<file path="src/rtl/fir_seq_ctrl_if.sv">
// Control bus between the FIR sequencing FSM and the datapath blocks it steers
// (UART, byte-to-coefficient converter, coefficient bank, FIFO, FIR core, LEDs).
interface fir_seq_ctrl_if #(
  parameter int NUM_COEF = 16
);
  localparam int CNT_W = $clog2(NUM_COEF);

  // requests and status flowing into the controller
  logic             en_uart_i;
  logic             send_i;
  logic             coef_valid_i;
  logic             full_i;
  logic             empty_i;

  // enables and status flowing out of the controller
  logic             en_recepcion_o;
  logic             en_uart_o;
  logic             wr_o;
  logic             rd_o;
  logic             en_fir_o;
  logic             full_o;
  logic             load_done_o;
  logic [2:0]       state_o;
  logic [CNT_W-1:0] coef_cnt_o;

  // controller side
  modport master (
    input  en_uart_i, send_i, coef_valid_i, full_i, empty_i,
    output en_recepcion_o, en_uart_o, wr_o, rd_o, en_fir_o, full_o,
           load_done_o, state_o, coef_cnt_o
  );

  // datapath / environment side
  modport slave (
    output en_uart_i, send_i, coef_valid_i, full_i, empty_i,
    input  en_recepcion_o, en_uart_o, wr_o, rd_o, en_fir_o, full_o,
           load_done_o, state_o, coef_cnt_o
  );
endinterface

</file>
<file path="src/rtl/fir_seq_ctrl.sv">
// FIR sequencing controller: loads NUM_COEF coefficients over the UART, runs
// the filter into a FIFO until it fills, streams the FIFO back to the PC and
// then either restarts filtering or parks in HOLD.
module fir_seq_ctrl #(
  parameter int NUM_COEF     = 16,
  parameter int AUTO_RESTART = 0
) (
  input  logic                 clk_i,
  input  logic                 rst_i,
  fir_seq_ctrl_if.master       bus
);

  localparam int CNT_W = $clog2(NUM_COEF);
  localparam logic [CNT_W-1:0] LAST_IDX = CNT_W'(NUM_COEF - 1);

  typedef enum logic [2:0] {
    S_IDLE   = 3'd0,
    S_LOAD   = 3'd1,
    S_FILTER = 3'd2,
    S_FULL   = 3'd3,
    S_SEND   = 3'd4,
    S_HOLD   = 3'd5
  } state_t;

  state_t           r_state;
  state_t           w_next;
  logic [CNT_W-1:0] r_cnt;
  logic [CNT_W-1:0] w_cnt_nxt;

  logic w_last;
  logic w_load_done;
  logic w_wr;
  logic w_rd;

  logic w_en_rec;
  logic w_en_uart;
  logic w_en_fir;
  logic w_full_led;

  assign w_last = (r_cnt == LAST_IDX);

  // state and coefficient counter registers; reset wins over everything
  always_ff @(posedge clk_i) begin
    if (rst_i) begin
      r_state <= S_IDLE;
      r_cnt   <= '0;
    end else begin
      r_state <= w_next;
      r_cnt   <= w_cnt_nxt;
    end
  end

  // next-state, counter update and the input-qualified strobes (load_done, wr, rd)
  always_comb begin
    w_next      = r_state;
    w_cnt_nxt   = r_cnt;
    w_load_done = 1'b0;
    w_wr        = 1'b0;
    w_rd        = 1'b0;
    case (r_state)
      S_IDLE: begin
        if (bus.en_uart_i) begin
          w_next    = S_LOAD;
          w_cnt_nxt = '0;
        end
      end
      S_LOAD: begin
        // en_uart_i / send_i deliberately not looked at here
        if (bus.coef_valid_i) begin
          if (w_last) begin
            w_load_done = 1'b1;
            w_cnt_nxt   = '0;
            w_next      = S_FILTER;
          end else begin
            w_cnt_nxt = r_cnt + 1'b1;
          end
        end
      end
      S_FILTER: begin
        // write gated by full_i in the same cycle so a full FIFO is never written
        w_wr = !bus.full_i;
        if (bus.full_i) w_next = S_FULL;
      end
      S_FULL: begin
        if (bus.send_i) w_next = S_SEND;
      end
      S_SEND: begin
        // read gated by empty_i so an empty FIFO is never read
        w_rd = !bus.empty_i;
        if (bus.empty_i) w_next = (AUTO_RESTART != 0) ? S_FILTER : S_HOLD;
      end
      S_HOLD: begin
        // reload has priority over restart when both arrive together
        if (bus.en_uart_i) begin
          w_next    = S_LOAD;
          w_cnt_nxt = '0;
        end else if (bus.send_i) begin
          w_next = S_FILTER;
        end
      end
      default: begin
        // unused codes 6/7 recover to IDLE
        w_next    = S_IDLE;
        w_cnt_nxt = '0;
      end
    endcase
  end

  // Moore enables decoded purely from the registered state
  always_comb begin
    w_en_rec   = 1'b0;
    w_en_uart  = 1'b0;
    w_en_fir   = 1'b0;
    w_full_led = 1'b0;
    case (r_state)
      S_LOAD: begin
        w_en_rec  = 1'b1;
        w_en_uart = 1'b1;
      end
      S_FILTER: w_en_fir   = 1'b1;
      S_FULL:   w_full_led = 1'b1;
      S_SEND:   w_en_uart  = 1'b1;
      default: ;
    endcase
  end

  assign bus.en_recepcion_o = w_en_rec;
  assign bus.en_uart_o      = w_en_uart;
  assign bus.en_fir_o       = w_en_fir;
  assign bus.full_o         = w_full_led;
  assign bus.state_o        = r_state;
  assign bus.coef_cnt_o     = r_cnt;

  // input-driven strobes are masked during reset so inputs have no effect then
  assign bus.load_done_o    = w_load_done & ~rst_i;
  assign bus.wr_o           = w_wr & ~rst_i;
  assign bus.rd_o           = w_rd & ~rst_i;

endmodule

</file>
<file path="src/flat_wrapper.sv">
// flat-port wrapper written by rule: the top's interface ports become plain ports
module fir_seq_ctrl_flat 
#(
  parameter int NUM_COEF     = 16,
  parameter int AUTO_RESTART = 0
)
  (clk_i, rst_i, bus_en_uart_i, bus_send_i, bus_coef_valid_i, bus_full_i, bus_empty_i, bus_en_recepcion_o, bus_en_uart_o, bus_wr_o, bus_rd_o, bus_en_fir_o, bus_full_o, bus_load_done_o, bus_state_o, bus_coef_cnt_o);
  fir_seq_ctrl_if #(.NUM_COEF(NUM_COEF)) bus_i ();
  input  logic clk_i;
  input  logic rst_i;
  input wire logic [$bits(bus_i.en_uart_i)-1:0] bus_en_uart_i;
  input wire logic [$bits(bus_i.send_i)-1:0] bus_send_i;
  input wire logic [$bits(bus_i.coef_valid_i)-1:0] bus_coef_valid_i;
  input wire logic [$bits(bus_i.full_i)-1:0] bus_full_i;
  input wire logic [$bits(bus_i.empty_i)-1:0] bus_empty_i;
  output wire logic [$bits(bus_i.en_recepcion_o)-1:0] bus_en_recepcion_o;
  output wire logic [$bits(bus_i.en_uart_o)-1:0] bus_en_uart_o;
  output wire logic [$bits(bus_i.wr_o)-1:0] bus_wr_o;
  output wire logic [$bits(bus_i.rd_o)-1:0] bus_rd_o;
  output wire logic [$bits(bus_i.en_fir_o)-1:0] bus_en_fir_o;
  output wire logic [$bits(bus_i.full_o)-1:0] bus_full_o;
  output wire logic [$bits(bus_i.load_done_o)-1:0] bus_load_done_o;
  output wire logic [$bits(bus_i.state_o)-1:0] bus_state_o;
  output wire logic [$bits(bus_i.coef_cnt_o)-1:0] bus_coef_cnt_o;
  assign bus_i.en_uart_i = bus_en_uart_i;
  assign bus_i.send_i = bus_send_i;
  assign bus_i.coef_valid_i = bus_coef_valid_i;
  assign bus_i.full_i = bus_full_i;
  assign bus_i.empty_i = bus_empty_i;
  assign bus_en_recepcion_o = bus_i.en_recepcion_o;
  assign bus_en_uart_o = bus_i.en_uart_o;
  assign bus_wr_o = bus_i.wr_o;
  assign bus_rd_o = bus_i.rd_o;
  assign bus_en_fir_o = bus_i.en_fir_o;
  assign bus_full_o = bus_i.full_o;
  assign bus_load_done_o = bus_i.load_done_o;
  assign bus_state_o = bus_i.state_o;
  assign bus_coef_cnt_o = bus_i.coef_cnt_o;
  fir_seq_ctrl #(.NUM_COEF(NUM_COEF), .AUTO_RESTART(AUTO_RESTART)) u_core (.clk_i(clk_i), .rst_i(rst_i), .bus(bus_i));
endmodule
</file>
<file path="config.mk">
export PLATFORM = sky130hd
export DESIGN_NAME = fir_seq_ctrl_flat
export DESIGN_NICKNAME = d
export VERILOG_FILES = /design/src/rtl/fir_seq_ctrl_if.sv /design/src/rtl/fir_seq_ctrl.sv /design/src/flat_wrapper.sv
export SDC_FILE = /design/constraint.sdc
export NUM_CORES = 1
export LEC_CHECK = 0
export BUFFER_PORTS_ARGS = -buffer_cell sky130_fd_sc_hd__buf_4
export CAP_MARGIN = 25
export CORE_AREA = 5 5 52 54
export CTS_BUF_LIST = sky130_fd_sc_hd__clkbuf_8
export DETAILED_ROUTE_END_ITERATION = 10
export DIE_AREA = 0 0 57 59
export PLACE_DENSITY = 0.57
export RECOVER_POWER = 100
export SYNTH_ARGS = -nofsm -noshare
export SYNTH_HDL_FRONTEND = slang
export SYNTH_SLANG_ARGS = --single-unit
</file>
<file path="constraint.sdc">
create_clock -name clk_i -period 2.1 [get_ports clk_i]
set_input_delay 0.21 -clock clk_i [delete_from_list [all_inputs] [get_ports clk_i]]
set_output_delay 0.21 -clock clk_i [all_outputs]
set_load 0.1 [all_outputs]
</file>
Yosys cells after proc, flatten, opt, wreduce, memory -nomap -nowiden
Cells that the tools add are included.
{"block": "totals", "ff_bits": 7, "input_bits": 7}
{"block": "classes", "add_sub_neg": 1, "eq_ne": 14, "mux": 22, "bitwise_logic": 5, "reduce_logical": 8}
{"op": "$mux 3", "count": 8}
{"op": "$pmux 3 s6", "count": 1}
{"op": "$mux 4", "count": 3}
{"op": "$pmux 4 s3", "count": 1}
{"op": "$ne 2x2->1 const B", "count": 5}
{"op": "$mux 1", "count": 9}
{"op": "$reduce_and 7->1", "count": 1}
{"op": "$eq 3x2->1 const B", "count": 2}
{"op": "$eq 3x3->1 const B", "count": 2}
{"op": "$add 4x1->4 const B", "count": 1}
{"op": "$eq 4x4->1 const B", "count": 1}
{"op": "$ne 2x1->1 const B", "count": 2}
{"op": "$reduce_or 2->1", "count": 2}
{"op": "$and 1x1->1", "count": 3}
{"op": "$eq 3x1->1 const B", "count": 1}
{"op": "$logic_not 3->1", "count": 1}
{"op": "$ne 3x3->1 const B", "count": 1}
{"op": "$reduce_and 3->1", "count": 1}
{"op": "$reduce_or 3->1", "count": 1}
{"op": "$logic_not 1->1", "count": 2}
{"op": "$not 1->1", "count": 2}

Depth between registers and ports, before layout
Gate-level depths: netlist of the first run.
{"block": "logic_depth", "word_depth": 5, "ltp_mapped": 5}

Worst setup path after synthesis of the first run
OpenSTA, ideal clock, no wires.
{"block": "synth_timing", "path_kind": "reg2out", "startpoint": "register u_core.r_state[1], in the netlist u_core.bus.state_o[1]", "endpoint": "output bus_wr_o", "arrival_time_ps": 3757, "path_slack_ps": -1867, "path_stages_with_launch": 5, "cell_sequence": "dfxtp_1 buf_6 inv_2 or3_2 nor3_1"}
{"block": "synth_via", "elab_chain_cells": 3}
{"element": "start, declared", "line": "fir_seq_ctrl.sv:25", "text": "state_t r_state;"}
{"element": "start signal, assigned", "line": "fir_seq_ctrl.sv:48", "text": "r_state <= w_next;"}
{"element": "$eq 3x2->1", "line": "fir_seq_ctrl.sv:60", "text": "case (r_state)"}
{"element": "$mux 1", "line": "fir_seq_ctrl.sv:60"}
{"element": "$and 1x1->1", "line": "fir_seq_ctrl.sv:136", "text": "assign bus.wr_o = w_wr & ~rst_i;"}
{"element": "end, declared", "line": "flat_wrapper.sv:18", "text": "output wire logic [$bits(bus_i.wr_o)-1:0] bus_wr_o;"}
No other way between the ends.

Worst setup path after layout of the first run
Ends and elaborated chain as after synthesis.

==> qor.yml, run 1 <==
cts_max_path_buffers: 2
grt_pass1_wl_mm: 2.635
fin_skew_ns: 0.002539
p_per_area_nw_per_um2: 1476
hold_start: "rst_i"
grt_overflow_total: 0
cts_resized: 0
nets: 100
clock-sinks: 7
internal-power_uw: 481.1
combPwrFrac_pct: 64.9
p_sw_uw: 717.6
diodes: 0
period_minus_slack_ns: 1.974
ant_nets: 0
irDropWorstVdd_mv: 0.6827
synthCells: 71
switching_share_pct: 59.86
clk_latency_ns: 0.23
die_area_um2: 3363
totalWireLength_mm: 1.500
tightest_slew_ns: 1.161
power_frac_seq_pct: 19.7
cts_buffers: 3
pin_count: 21
worst_ep_arrival_time_ns: 1.76
clock.fmax_ghz: 0.5066
synth.avg_cell_area_um2: 8.829
cts_tree: "done"
maxSlewViolCount: 0
vias: 586
postCtsSetupBuffers: 0
p_leak_uw: 0.0002937
required_ns: 1.89
status: "completed"
period_share_pct: 93.99
rsz0062_at_grt: "no"
grt_max_degree: 18
dieHeight_um: 59
fp.dieW_um: 57
drc: 0
worstSetupStartpointType: "flop"
grt_use_total_pct: 9.846
cts-root-buf: "clkbuf_8"
grt_pass1_vias: 577
portBuffers: 20
yosys_warnings: 0
critPathMaxFanout: 11
clkSlewWorstSetupHoldPaths_ns: 0.04
drtIter0Drc: 8
layout-drive-gt1-share_pct: 45.05
placementRows: 17
crit_path_end_kind: "primary output"
worstHoldPathType: "in -> reg"
worstSetupStartpoint: "u_core.bus.state_o[1]"
r2r_setup_slack_ns: 0.29
detail_route.first_pass.iterations: 4
cts.hold.buffers_added: 0
routedWlPerCell_um: 12.61
antenna_found_initial: 0
place_ws_ns: 0.3827
coreArea_um2: 2170
fin_ws_ns: 0.1262
drv_cap: 0
ys_seq_elements: 7
critical_path_class: "reg -> out"
total_power_uw: 1199
final_hold_viol_count: 0
p_clk_share_pct: 15.4
place.gp.congestion: 0.7577
netlist_area_um2: 626.9
worstReg2RegStart: "u_core.bus.state_o[1]"
ys_types: 34
viasPerCell: 4.924
slew_headroom_pct: 22.91
setup_viol_count_final: 0
initial_core_util_pct: 28.89
synth.net_count: 79
dpl.hpwl_mm: 1.110
htreeDepth: 1
area_growth_pct: 29.54
ys_seq_area_share_pct: 22.36
[per-stage QoR]
step	area (um2)	TNS (ns)	hold WS, ns	utilization (%)	instances
3_3_place_gp	825.8	0	0.4980	38.06	115
6_report	812.0	0	0.3039	37.43	119
2_1_floorplan	678.2	-2.886	0.3765	-	71
5_1_grt	812.0	0	0.3114	37.43	119
3_5_place_dp	825.8	0	0.4983	38.06	115
4_1_cts	870.8	0	0.2964	40.14	119
[sequential cells by signal, indices dropped and copies added (netlist names)]
register,flops
u_core.bus.coef_cnt_o,4
u_core.bus.state_o,3
[layout make-up]
| type | instances | area [um2] |
|---|---|---|
| timing repair buffer | 20 | 117.6 |
| inverter | 7 | 33.78 |
| multi-input combinational | 53 | 434.2 |
| sequential | 7 | 146.4 |
| clock buffer | 3 | 41.29 |
| tap | 28 | 35.03 |
| clock inverter | 1 | 3.754 |
| fill | 246 | 1358 |
[final timing paths]
| path | to | depth (start not counted) |
|---|---|---|
| min reg2reg | u_core.bus.coef_cnt_o[1] | 2 |
| max reg2reg | u_core.bus.state_o[1] | 4 |
| max | bus_wr_o | 4 |
| min | u_core.bus.coef_cnt_o[1] | 2 |
[placed cells by master (no fill, tap or decap), drive strengths merged, types with 2 or more instances in the layout]
master	netlist	routed
o32ai	2	2
nor3b	6	6
mux2	2	2
clkbuf	0	15
buf	4	8
nor2	4	4
and2	2	2
inv	7	6
nand3	5	5
clkinvlp	0	2
or3	4	4
nand2	3	3
o21ai	4	4
a21oi	6	6
dfxtp	7	7
[metal layers]
metal	GRT usage, %	vias to the layer above	wire, um	share of wire [%]
li1	-	301	-	-
met1	11.99	276	734	49
met2	16.15	9	709	47
met3	4.357	0	55	3.7
met5	0	-	0	0
met4	1.987	0	0	0
[power by group through the flow]
stage / logic, uW / registers, uW / clock network (uW)
6_report: 778 / 236 / 185
5_1_grt: 823 / 246 / 205
4_1_cts: 859 / 241 / 193
3_5_place_dp: 856 / 242 / 0
3_3_place_gp: 859 / 242 / 0
2_1_floorplan: 639 / 347 / 0
[cells in the mapped netlist]
master / n / share of area [%]
a211o_1: 1 / 1.4
a21o_1: 1 / 1.2
a21oi_1: 6 / 4.8
a22oi_1: 1 / 1.2
a32oi_1: 1 / 1.4
and2_1: 2 / 2.0
buf_1: 1 / 0.60
buf_6: 3 / 5.4
dfxtp_1: 7 / 22
ha_1: 1 / 2.0
inv_1: 5 / 3.0
inv_2: 2 / 1.2
mux2_4: 2 / 4.8
mux2i_1: 1 / 1.6
nand2_1: 3 / 1.8
nand3_1: 5 / 4.0
nand4b_1: 1 / 1.4
nor2_1: 4 / 2.4
nor2b_1: 1 / 1.0
nor3_1: 1 / 0.80
nor3b_1: 5 / 6.0
nor3b_4: 1 / 3.0
nor4b_2: 1 / 2.4
o2111ai_4: 1 / 4.2
o21ai_0: 2 / 1.6
o21ai_1: 2 / 1.6
o221ai_2: 1 / 2.4
o32ai_2: 2 / 5.2
or2b_1: 1 / 1.2
or3_1: 1 / 1.0
or3_2: 2 / 2.4
or3_4: 1 / 1.8
or4b_1: 1 / 1.6
xnor2_1: 1 / 1.4
[worst max-delay path, stage by stage, from the launching register on]
cell and delay (ns):
dfxtp_2 0.45, inv_2 0.09, or3_2 0.53, nor3_4 0.12, clkbuf_4 0.34
[cell families (layout without fill, tap and decap cells)]
| logic type | after synthesis | after routing | share of synthesized area [%] |
|---|---|---|---|
| AOI/OAI and AO/OA | 18 | 18 | 24.95 |
| xor gates and xnor gates | 1 | 1 | 1.397 |
| adders and majority gates | 1 | 1 | 1.996 |
| buffers and inverters | 11 | 31 | 10.18 |
| DFF | 7 | 7 | 22.35 |
| muxes | 3 | 3 | 6.387 |
| and+or+nand+nor | 30 | 30 | 32.73 |
(Power assumes the default switching activity.)
==> run 2: changes to the inputs <==
==> constraint.sdc (replaced) <==
create_clock -name clk_i -period 2.1 [get_ports clk_i]
set_input_delay 0.21 -clock clk_i [delete_from_list [all_inputs] [get_ports clk_i]]
set_output_delay 0.21 -clock clk_i [all_outputs]
set_load 0.01 [all_outputs]
==> qor.yml, run 2 (synthesized netlist as in run 1, its figures left out) <==
status: "completed"
crit_path_end_kind: "flop"
irDropWorstVdd_mv: 0.4212
clk_latency_ns: 0.22
rsz0062_at_grt: "no"
coreArea_um2: 2170
top_layer_used: "met3"
totalWireLength_mm: 1.523
htreeDepth: 1
cts_resized: 0
dieHeight_um: 59
cts_buffers: 3
p_leak_uw: 0.0002765
finalSetupTns_ns: 0
final_hold_viol_count: 0
ant_nets: 0
critPathMaxFanout: 11
grt_overflow_total: 0
clock.fmax_ghz: 0.5121
vias: 589
fill_cells: 266
pin_count: 21
worstHoldPathType: "in -> reg"
clock-sinks: 7
required_ns: 2.21
wl_met2_um: 726
postCtsSetupBuffers: 0
nets: 100
maxSlewViolCount: 0
design_area_um2: 739.5
critical_path_class: "reg -> reg"
placementRows: 17
layout-drive-gt1-share_pct: 24.18
detail_route.first_pass.iterations: 4
grt_pass1_vias: 553
portBuffers: 20
hold_start: "rst_i"
viasPerCell: 4.950
worstSetupStartpointType: "flop"
wl_met3_um: 78
fin_ws_ns: 0.1474
largest_reg_flops: 4
drv_cap: 0
antenna_found_initial: 0
cts.hold.buffers_added: 0
cts_max_path_buffers: 2
setup_viol_count_final: 0
p_per_area_nw_per_um2: 1072
routedWlPerCell_um: 12.80
grt_pass1_wl_mm: 2.539
worstSetupStartpoint: "u_core.bus.state_o[0]"
slew_headroom_pct: 63.50
drtIter0Drc: 3
layout_common_cells: "11 x clkbuf_1, 9 x buf_4, 7 x dfxtp_1"
place.gp.congestion: 0.7254
clkSlewWorstSetupHoldPaths_ns: 0.04
place_ws_ns: 0.2908
fp.dieW_um: 57
worst_ep_arrival_time_ns: 2.06
grt_use_total_pct: 9.692
period_share_pct: 92.98
place_area_um2: 774.5
period_minus_slack_ns: 1.953
drc: 0
wl_met1_um: 718
dpl.hpwl_mm: 1.149
initial_core_util_pct: 28.89
layout_commonest_cell: "clkbuf_1"
diodes: 0
grt_max_degree: 18
cts-root-buf: "clkbuf_8"
tightest_slew_ns: 0.5468
cts_tree: "done"
worstReg2RegStart: "u_core.bus.state_o[0]"
dp_cells: 115
fin_skew_ns: 0.002315
area_growth_pct: 17.96
final_cells: 119
die_area_um2: 3363
## run 2: cell types whose count changed in the layout (fill, tap and decap cells not counted), sizes merged
cell	change
buf	+1
clkbuf	-1
clkinvlp	-2
inv	+2
## run 2: critical path, cell delays in order (launching register included)
cell and delay (ns):
dfxtp_1 0.57, inv_2 0.11, or3_4 0.41, o2111ai_1 0.40, mux2_4 0.33
## run 2: worst paths after layout
| kind | to | slack (ns) | cells past startpoint |
|---|---|---|---|
| max | u_core.bus.state_o[2] | 0.15 | 4 |
| min | u_core.bus.coef_cnt_o[1] | 0.28 | 2 |
| max reg2reg | u_core.bus.state_o[2] | 0.15 | 4 |
| min reg2reg | u_core.bus.coef_cnt_o[1] | 0.51 | 2 |
## run 2: per-layer routing
layer  GRT usage (%)  vias up
met5               0        -
met4           1.987        0
met3           5.011        0
met2           15.66       12
met1           11.54      274
li1                -      303
## run 2: final cells by class
cell class,instances,area [um2],share of cell area [%]
clock buffer,3,41.29,5.584
clock inverter,1,3.754,0.5076
inverter,7,26.28,3.553
multi-input combinational,53,384.1,51.95
sequential,7,140.1,18.95
tap,28,35.03,4.738
timing repair buffer,20,108.9,14.72
## run 2: where the power goes
part | total [uW] | switching [uW] | leakage, uW | internal, uW
Clock | 182 | 55.8 | 0.0000269 | 126
Sequential | 224 | 66.7 | 0.0000568 | 157
Combinational | 387 | 202 | 0.000193 | 185
## run 2: per-stage QoR
stage               hold WS [ns]  power (uW)  utilization, %
floorplan                 0.3870       585.8               -
global route              0.2816       868.9           34.08
CTS                       0.2830       887.3           37.77
global placement          0.4921       695.7           35.70
finish                    0.2758       792.6           34.08
detailed placement        0.5028       699.3           35.70
==> run 3: changes to the inputs <==
--- a/config.mk
+++ b/config.mk
@@ -13,6 +13,7 @@
 export DIE_AREA = 0 0 57 59
 export PLACE_DENSITY = 0.57
 export RECOVER_POWER = 100
+export REMOVE_ABC_BUFFERS = 1
 export SYNTH_ARGS = -nofsm -noshare
 export SYNTH_HDL_FRONTEND = slang
 export SYNTH_SLANG_ARGS = --single-unit
==> qor.yml, run 3 (synthesized netlist as in run 1, its figures left out) <==
ant_nets: 0
coreArea_um2: 2170
p_leak_uw: 0.0002855
cts_max_path_buffers: 2
slew_headroom_pct: 64.03
detail_route.first_pass.iterations: 4
vias: 592
clock-sinks: 7
worst_ep_arrival_time_ns: 1.66
maxSlewViolCount: 0
drv_cap: 0
dp_cells: 117
cts.hold.buffers_added: 0
htreeDepth: 1
critPathMaxFanout: 9
switching_share_pct: 41.21
die_area_um2: 3363
cts-root-buf: "clkbuf_8"
placementRows: 17
drtIter0Drc: 10
portBuffers: 20
crit_family: "simple AND/OR/NAND/NOR gates"
layout-drive-gt1-share_pct: 25.81
fp.dieW_um: 57
layout_common_cells: "11 x buf_4, 11 x clkbuf_1, 7 x dfxtp_1"
place.gp.congestion: 0.7809
grt_use_total_pct: 10.11
power_frac_seq_pct: 21.1
antenna_found_initial: 0
grt_pass1_vias: 582
postCtsSetupBuffers: 0
nets: 102
p_clk_share_pct: 22.5
area_growth_pct: 21.96
viasPerCell: 4.893
combPwrFrac_pct: 56.3
grt_pass1_wl_mm: 2.601
crit_chain: "clkbuf_1 > or3_2 > nor3_1 > clkbuf_1"
internal-power_uw: 494.5
slowest_delay_ns: 0.56
cts_tree: "done"
grt_max_degree: 18
required_ns: 1.89
irDropWorstVdd_mv: 0.4783
dpl.hpwl_mm: 1.128
setup_viol_count_final: 0
cts_buffers: 3
dieHeight_um: 59
pin_count: 21
critPathSlowestCell: "or3_2"
period_minus_slack_ns: 1.870
fin_skew_ns: 0.001350
crit_path_end_kind: "primary output"
final_cells: 121
p_per_area_nw_per_um2: 1100
diodes: 0
worstSetupStartpointType: "flop"
p_sw_uw: 346.6
worstHoldPathType: "in -> reg"
routedWlPerCell_um: 12.42
initial_core_util_pct: 28.89
totalWireLength_mm: 1.503
tightest_slew_ns: 0.5388
critical_path_class: "reg -> out"
clk_latency_ns: 0.23
worst-path-buf-inv: 2
drc: 0
period_share_pct: 89.05
grt_overflow_total: 0
finalSetupTns_ns: 0
largest_reg_flops: 4
rsz0062_at_grt: "no"
cp_common_cell: "clkbuf_1"
cts_resized: 0
total_power_uw: 841.2
final_hold_viol_count: 0
whs_ns: 0.2685
clkSlewWorstSetupHoldPaths_ns: 0.04
clock.fmax_ghz: 0.5347
status: "completed"
-- run 3: changes by cell type in the layout (fill, tap and decap cells not counted), sizes merged --
cell  delta
buf      +2
-- run 3: metal layers --
metal / part of all wire [%] / wire (um) / GRT usage (%)
met1: 42 / 634 / 12.24
met2: 49 / 730 / 15.82
met3: 7.3 / 110 / 4.139
met4: 1.8 / 27 / 4.305
met5: 0 / 0 / 0
-- run 3: power groups by stage --
stage	combinational [uW]	clock (uW)	sequential [uW]
finish	474	190	178
global route	531	206	181
CTS	544	198	179
detailed placement	543	0	180
global placement	545	0	179
floorplan	321	0	223
-- run 3: final timing paths --
kind	cells past startpoint	slack, ns	endpoint	from
setup reg to reg	5	0.25	u_core.bus.state_o[1]	u_core.bus.state_o[0]
setup / recovery	4	0.23	bus_wr_o	u_core.bus.state_o[0]
hold reg to reg	2	0.51	u_core.bus.coef_cnt_o[1]	u_core.bus.coef_cnt_o[1]
hold / removal	2	0.27	u_core.bus.coef_cnt_o[0]	rst_i
-- run 3: area by class of cell --
cell class	count	area, um2
Multi-Input combinational cell	53	394.1
Inverter	7	26.28
Sequential cell	7	140.1
Clock buffer	3	41.29
Fill cell	256	1405
Tap cell	28	35.03
Timing Repair Buffer	22	123.9
Clock inverter	1	3.754
-- run 3: through the flow --
stage	instance area (um2)	utilization, %	setup WS, ns
CTS	834.6	38.47	0.2810
global placement	789.5	36.39	0.4018
floorplan	589.3	-	0.3712
finish	764.5	35.24	0.2299
global route	764.5	35.24	0.1140
detailed placement	789.5	36.39	0.3474
